<file path="src/rtl/bec_load_pkg.sv">
// Shared constants, slot codes and FSM state type for the BEC operand/key load path.
// No logic beyond the slot-code decode helper.
package bec_load_pkg;

  localparam int DEF_M        = 163;
  localparam int DEF_KEY_BITS = 163;

  localparam logic [2:0] SLOT_W1     = 3'd1;
  localparam logic [2:0] SLOT_Z1     = 3'd2;
  localparam logic [2:0] SLOT_W2     = 3'd3;
  localparam logic [2:0] SLOT_Z2     = 3'd4;
  localparam logic [2:0] SLOT_INV_W0 = 3'd5;
  localparam logic [2:0] SLOT_D      = 3'd6;

  localparam logic [5:0] MASK_FULL = 6'h3F;

  typedef enum logic [2:0] {
    ST_IDLE  = 3'd0,
    ST_LOAD  = 3'd1,
    ST_READY = 3'd2,
    ST_RUN   = 3'd3,
    ST_DONE  = 3'd4
  } bec_load_state_t;

  // Codes 0 and 7 map to an empty mask, which is how illegality is detected.
  function automatic logic [5:0] slot_onehot(input logic [2:0] code);
    logic [5:0] oh;
    oh = 6'h00;
    case (code)
      SLOT_W1:     oh = 6'h01;
      SLOT_Z1:     oh = 6'h02;
      SLOT_W2:     oh = 6'h04;
      SLOT_Z2:     oh = 6'h08;
      SLOT_INV_W0: oh = 6'h10;
      SLOT_D:      oh = 6'h20;
      default:     oh = 6'h00;
    endcase
    return oh;
  endfunction

endpackage

</file>
<file path="src/rtl/bec_key_shifter.sv">
// Scalar-key shift register: loads LSB-in during LOAD, replays MSB-first during RUN.
// One-cycle update per strobe; no backpressure, caller gates strobes by state.
module bec_key_shifter
  import bec_load_pkg::*;
#(
  parameter int KEY_BITS = DEF_KEY_BITS,
  parameter int CW       = $clog2(KEY_BITS + 1)
) (
  input  logic          clk,
  input  logic          rst,
  input  logic          clr,
  input  logic          load_shift,
  input  logic          ki,
  input  logic          replay_shift,
  output logic          key_bit,
  output logic          key_last,
  output logic [CW-1:0] key_cnt
);

  logic [KEY_BITS-1:0] key_sr;

  always_ff @(posedge clk) begin
    if (rst || clr) begin
      key_sr  <= '0;
      key_cnt <= '0;
    end else if (load_shift) begin
      key_sr  <= {key_sr[KEY_BITS-2:0], ki};
      key_cnt <= key_cnt + CW'(1);
    end else if (replay_shift) begin
      key_sr  <= {key_sr[KEY_BITS-2:0], 1'b0};
      key_cnt <= key_cnt - CW'(1);
    end
  end

  assign key_bit  = key_sr[KEY_BITS-1];
  assign key_last = (key_cnt == CW'(1));

endmodule

</file>
<file path="src/rtl/bec_load_unit.sv">
// Receives operand words and serial key bits, holds them for the ladder, replays key MSB-first.
// Writes/acks land one cycle after the strobe; no backpressure, protocol violations raise sticky err.
module bec_load_unit
  import bec_load_pkg::*;
#(
  parameter int M        = DEF_M,
  parameter int KEY_BITS = DEF_KEY_BITS
) (
  input  logic         clk,
  input  logic         rst,
  input  logic         enable,
  input  logic         load_data,
  input  logic [2:0]   load_status,
  input  logic [M-1:0] data_in,
  input  logic         ki,
  input  logic         next_key,
  input  logic         start,
  input  logic         key_req,
  output logic [M-1:0] w1,
  output logic [M-1:0] z1,
  output logic [M-1:0] w2,
  output logic [M-1:0] z2,
  output logic [M-1:0] inv_w0,
  output logic [M-1:0] d,
  output logic         load_ack,
  output logic         ready,
  output logic         key_bit,
  output logic         key_last,
  output logic         busy,
  output logic         err
);

  localparam int CW = $clog2(KEY_BITS + 1);

  bec_load_state_t state_q, state_nxt;
  logic [5:0]      mask_q, mask_nxt, slot_oh;
  logic [CW-1:0]   key_cnt;
  logic            key_last_raw;
  logic            in_load, wr_en, load_shift, replay_shift;
  logic            key_full, key_full_nxt, err_set;

  always_comb begin
    slot_oh      = slot_onehot(load_status);
    in_load      = (state_q == ST_LOAD);
    wr_en        = enable && in_load && load_data && (slot_oh != 6'h00);
    key_full     = (key_cnt == CW'(KEY_BITS));
    load_shift   = enable && in_load && next_key && !key_full;
    replay_shift = enable && (state_q == ST_RUN) && key_req;
    mask_nxt     = mask_q | (wr_en ? slot_oh : 6'h00);
    key_full_nxt = key_full || (load_shift && (key_cnt == CW'(KEY_BITS - 1)));
    err_set      = enable &&
                   ((in_load && ((load_data && (slot_oh == 6'h00)) || (next_key && key_full))) ||
                    ((state_q == ST_READY) && (load_data || next_key)));
  end

  // Next-state logic; a low enable overrides everything else.
  always_comb begin
    state_nxt = state_q;
    if (!enable) begin
      state_nxt = ST_IDLE;
    end else begin
      case (state_q)
        ST_IDLE:  state_nxt = ST_LOAD;
        ST_LOAD:  if ((mask_nxt == MASK_FULL) && key_full_nxt) state_nxt = ST_READY;
        ST_READY: if (start) state_nxt = ST_RUN;
        ST_RUN:   if (replay_shift && key_last_raw) state_nxt = ST_DONE;
        ST_DONE:  state_nxt = ST_DONE;
        default:  state_nxt = ST_IDLE;
      endcase
    end
  end

  always_ff @(posedge clk) begin
    if (rst) begin
      state_q  <= ST_IDLE;
      mask_q   <= '0;
      err      <= 1'b0;
      load_ack <= 1'b0;
      w1       <= '0;
      z1       <= '0;
      w2       <= '0;
      z2       <= '0;
      inv_w0   <= '0;
      d        <= '0;
    end else begin
      state_q  <= state_nxt;
      load_ack <= wr_en;
      if (!enable) begin
        mask_q <= '0;
        err    <= 1'b0;
      end else begin
        mask_q <= mask_nxt;
        if (err_set) err <= 1'b1;
      end
      // Operand contents deliberately survive an enable drop; only rst clears them.
      if (wr_en) begin
        case (load_status)
          SLOT_W1:     w1     <= data_in;
          SLOT_Z1:     z1     <= data_in;
          SLOT_W2:     w2     <= data_in;
          SLOT_Z2:     z2     <= data_in;
          SLOT_INV_W0: inv_w0 <= data_in;
          SLOT_D:      d      <= data_in;
          default:     ;
        endcase
      end
    end
  end

  always_comb begin
    ready    = (state_q == ST_READY);
    busy     = (state_q == ST_RUN);
    key_last = (state_q == ST_RUN) && key_last_raw;
  end

  bec_key_shifter #(
    .KEY_BITS (KEY_BITS),
    .CW       (CW)
  ) u_key_shifter (
    .clk          (clk),
    .rst          (rst),
    .clr          (!enable),
    .load_shift   (load_shift),
    .ki           (ki),
    .replay_shift (replay_shift),
    .key_bit      (key_bit),
    .key_last     (key_last_raw),
    .key_cnt      (key_cnt)
  );

endmodule

</file>
<file path="config.mk">
export PLATFORM = sky130hd
export DESIGN_NAME = bec_load_unit
export DESIGN_NICKNAME = d
export VERILOG_FILES = /design/src/rtl/bec_load_pkg.sv /design/src/rtl/bec_key_shifter.sv /design/src/rtl/bec_load_unit.sv
export SDC_FILE = /design/constraint.sdc
export NUM_CORES = 2
export LEC_CHECK = 0
export ABC_AREA = 1
export CORE_AREA = 4 4 443 445
export DETAILED_ROUTE_END_ITERATION = 7
export DIE_AREA = 0 0 447 449
export GPL_TIMING_DRIVEN = 1
export PLACE_DENSITY = 0.54
export SYNTH_ARGS = -nofsm -noshare
export SYNTH_HDL_FRONTEND = slang
export SYNTH_HIERARCHICAL = 1
export SYNTH_SLANG_ARGS = --single-unit
</file>
<file path="constraint.sdc">
create_clock -name clk -period 5.4 [get_ports clk]
set_input_delay 1.08 -clock clk [delete_from_list [all_inputs] [get_ports clk]]
set_output_delay 1.08 -clock clk [all_outputs]
set_load 0.01 [all_outputs]
</file>
==> flow_metrics.py <==
metrics = {
    "outcome": {
        "status": "finished, final reports clean",
    },
    "logic_synthesis": {
        "synth_area_leaders": "dfxtp_1 58%, nor2_1 21%, o21ai_0 14%",
        "synth_top_area_cell": "dfxtp_1",
        "syn_inst": 5139,
        "synth_top_area_share_pct": 57.8,
        "netlist_area_um2": 40200,
        "ys_seq_area_share_pct": 57.8,
        "yosysWarnings": 6,
        "synth.avg_cell_area_um2": 7.82,
        "synth.net_count": 5316,
        "netlist-cell-type-count": 30,
        "ys_seq_elements": 1160,
    },
    "floorplan": {
        "die_area_um2": 201000,
        "pin_count": 1158,
        "die_w_um": 447,
        "die_h_um": 449,
        "core-area_um2": 192000,
        "start_util_pct": 20.9,
        "rows": 161,
    },
    "pwr": {
        "swShare_pct": 23.5,
        "ir_drop_v": 0.000216,
        "p_leak_nw": 21.6,
        "p_sw_mw": 4.49,
        "p_seq_share_pct": 45.5,
        "clock_power_share_pct": 49.6,
        "p_int_mw": 14.6,
        "power.density_nw_per_um2": 325,
        "p_comb_share_pct": 4.9,
    },
    "critical_path": {
        "startpoint": "u_key_shifter/key_cnt[0]$_SDFFE_PP0P_",
        "worstPathArrival_ns": 2.66,
        "cp-endpoint": "key_last",
        "crit_path_end_kind": "output port",
        "crit_type": "reg2out",
        "r2r-start": "u_key_shifter/key_cnt[6]$_SDFFE_PP0P_",
        "startpoint_type": "flop",
        "rr_worst_depth": 10,
        "r2r_end": "u_key_shifter/key_sr[1]$_SDFFE_PP0P_",
        "r2r_slack_ns": 2.51,
        "required_ns": 4.32,
        "worstPathMaxFanout": 7,
    },
    "grt": {
        "grt_pass1_wl_um": 264000,
        "overflow": 0,
        "track_usage_pct": 17.8,
        "grt_max_degree": 166,
        "grt_pass1_vias": 35600,
        "antenna_found_initial": 19,
    },
    "layout": {
        "synthToLayoutAreaGrowth_pct": 45.7,
        "seqCellArea_um2": 23200,
        "layout_commonest_cell": "nor2_1",
        "final_nets": 6301,
        "nFillCells": 20400,
        "post-route-util_pct": 30.5,
        "multi_input_area_um2": 15100,
        "drive_gt1_share_pct": 5.16,
        "layout_common_cells": "2,285 x nor2_1, 1,160 x dfxtp_1, 1,157 x clkdlybuf4s50_1, 1,115 x o21ai_0, 138 x clkbuf_16",
    },
    "hold_path": {
        "min_path_type": "reg2reg",
    },
    "cts": {
        "cts_htree_levels": 4,
        "ctsResizeCount": 0,
        "ctsHoldBuffers": 0,
        "clkSinkCount": 1160,
        "cts-root-buf": "clkbuf_16",
        "cts_buffers": 137,
        "cts_buffer_depth": 3,
        "clk_pin_slew_ns": 0.06,
        "post-cts-setup-buffer-count": 0,
        "clk_latency_ns": 0.78,
        "cts_tree": "built",
    },
    "sta": {
        "rsz0062_at_grt": "false",
        "fin_crit_ns": 3.74,
        "skew_ns": 0.0355,
        "min_period_over_period_pct": 69.3,
        "drv_slew": 0,
        "hold_violations": 0,
        "max_freq_mhz": 267,
        "setup-violations-final": 0,
        "worst_slew_pin_slew_ns": 1.40,
        "slew_headroom_pct": 6.42,
        "finalSetupTns_ns": 0,
    },
    "detailed_routing": {
        "drt_iter0_markers": 3005,
        "drc": 0,
        "firstDrtPassIters": 5,
        "vias": 38200,
        "final_antenna_net_count": 0,
        "totalWireLength_um": 187000,
        "wl_per_cell_um": 21.4,
        "routed_via_density": 4.36,
    },
    "placed_design": {
        "dp_hpwl_um": 131000,
        "portBuffers": 1157,
        "gp_congestion": 0.881,
    },
    "job": {
        "drv_cap": 0,
    },
}
-- registers in the layout, summed over array words and instances (netlist names) --
name and count:
state_q 3, load_ack 1, z1 163, z2 163, d 163, inv_w0 163, w2 163, u_key_shifter/key_cnt 8
w1 163, u_key_shifter/key_sr 163, mask_q 6, err 1
-- power groups by stage --
stage               sequential [mW]  combinational (mW)  clock (mW)
CTS                            8.66               0.944        9.69
global route                   8.67                1.02        10.0
finish                         8.66               0.935        9.45
global placement               8.85               0.939           0
detailed placement             8.85               0.941           0
floorplan                      8.87               0.353           0
-- cell type report --
class / instances / share of cell area (%)
Clock inverter: 42 / 1.06
Inverter: 49 / 0.395
Timing Repair Buffer: 1218 / 21.0
Tap cell: 2526 / 5.40
Sequential cell: 1160 / 39.6
Clock buffer: 197 / 6.77
Antenna cell: 10 / 0.0427
Multi-Input combinational cell: 3558 / 25.7
-- how the worst min path moves through the flow --
stage / start / end / slack, ns / depth (start not counted)
global route: u_key_shifter/key_sr[21]$_SDFFE_PP0P_ / u_key_shifter/key_sr[22]$_SDFFE_PP0P_ / 0.47 / 2
finish: u_key_shifter/key_sr[98]$_SDFFE_PP0P_ / u_key_shifter/key_sr[99]$_SDFFE_PP0P_ / 0.45 / 2
detailed placement: mask_q[5]$_SDFF_PP0_ / mask_q[5]$_SDFF_PP0_ / 0.45 / 2
global placement: mask_q[4]$_SDFF_PP0_ / mask_q[4]$_SDFF_PP0_ / 0.44 / 2
CTS: u_key_shifter/key_sr[21]$_SDFFE_PP0P_ / u_key_shifter/key_sr[22]$_SDFFE_PP0P_ / 0.46 / 2
floorplan: mask_q[4]$_SDFF_PP0_ / mask_q[4]$_SDFF_PP0_ / 0.43 / 2
-- metrics by stage --
step / setup slack, ns / cell area [um^2] / hold WS (ns) / total power [mW] / std cells
3_3_place_gp: 1.30 / 54000 / 0.442 / 9.79 / 8511
6_report: 1.66 / 58600 / 0.450 / 19.0 / 8760
3_5_place_dp: 1.25 / 54000 / 0.449 / 9.79 / 8511
5_1_grt: 1.46 / 58600 / 0.467 / 19.7 / 8757
2_1_floorplan: 3.13 / 40200 / 0.427 / 9.22 / 5139
4_1_cts: 1.55 / 58600 / 0.455 / 19.3 / 8750
-- worst max-delay path: stages, from the launching register on --
cell,delay [ns]
dfxtp_1,0.46
ha_1,0.19
inv_1,0.04
nor4_1,0.27
inv_1,0.10
nor2_1,0.14
clkdlybuf4s50_1,0.68
-- cells in the mapped netlist --
master and n:
a21boi_0 1, a21oi_1 13, and3_1 1, buf_1 3
buf_2 60, buf_4 45, buf_6 19, buf_8 1
clkbuf_1 244, clkinv_1 1, dfxtp_1 1160, ha_1 3
inv_1 39, inv_2 7, inv_4 2, nand2_1 48
nand2_4 1, nand3_1 16, nand3_2 1, nand4_1 3
nor2_1 2285, nor2_2 31, nor2_4 2, nor3_1 1
nor3b_1 1, nor4_1 1, o21ai_0 1115, o21ai_1 33
o221ai_1 1, or2_2 1
-- kinds of logic (layout without fill, tap and decap cells) --
family,count (synthesis),after routing,share of synthesized area (%)
fa+ha+maj,3,3,0.0934
buf+inv,421,1506,4.93
other cells,0,10,0
simple gates,2392,2392,22.7
compound gates,1163,1163,14.5
flops,1160,1160,57.8
-- per-layer routing --
layer  up-vias  track usage, %  share of wire, %
li1      18400               -                 -
met1     18200            20.1                39
met2      1314            31.0                49
met3       321            4.30               6.6
met4         2            9.16               5.4
met5         -               0            0.0037
No activity file was read; power rests on OpenSTA's default activity.
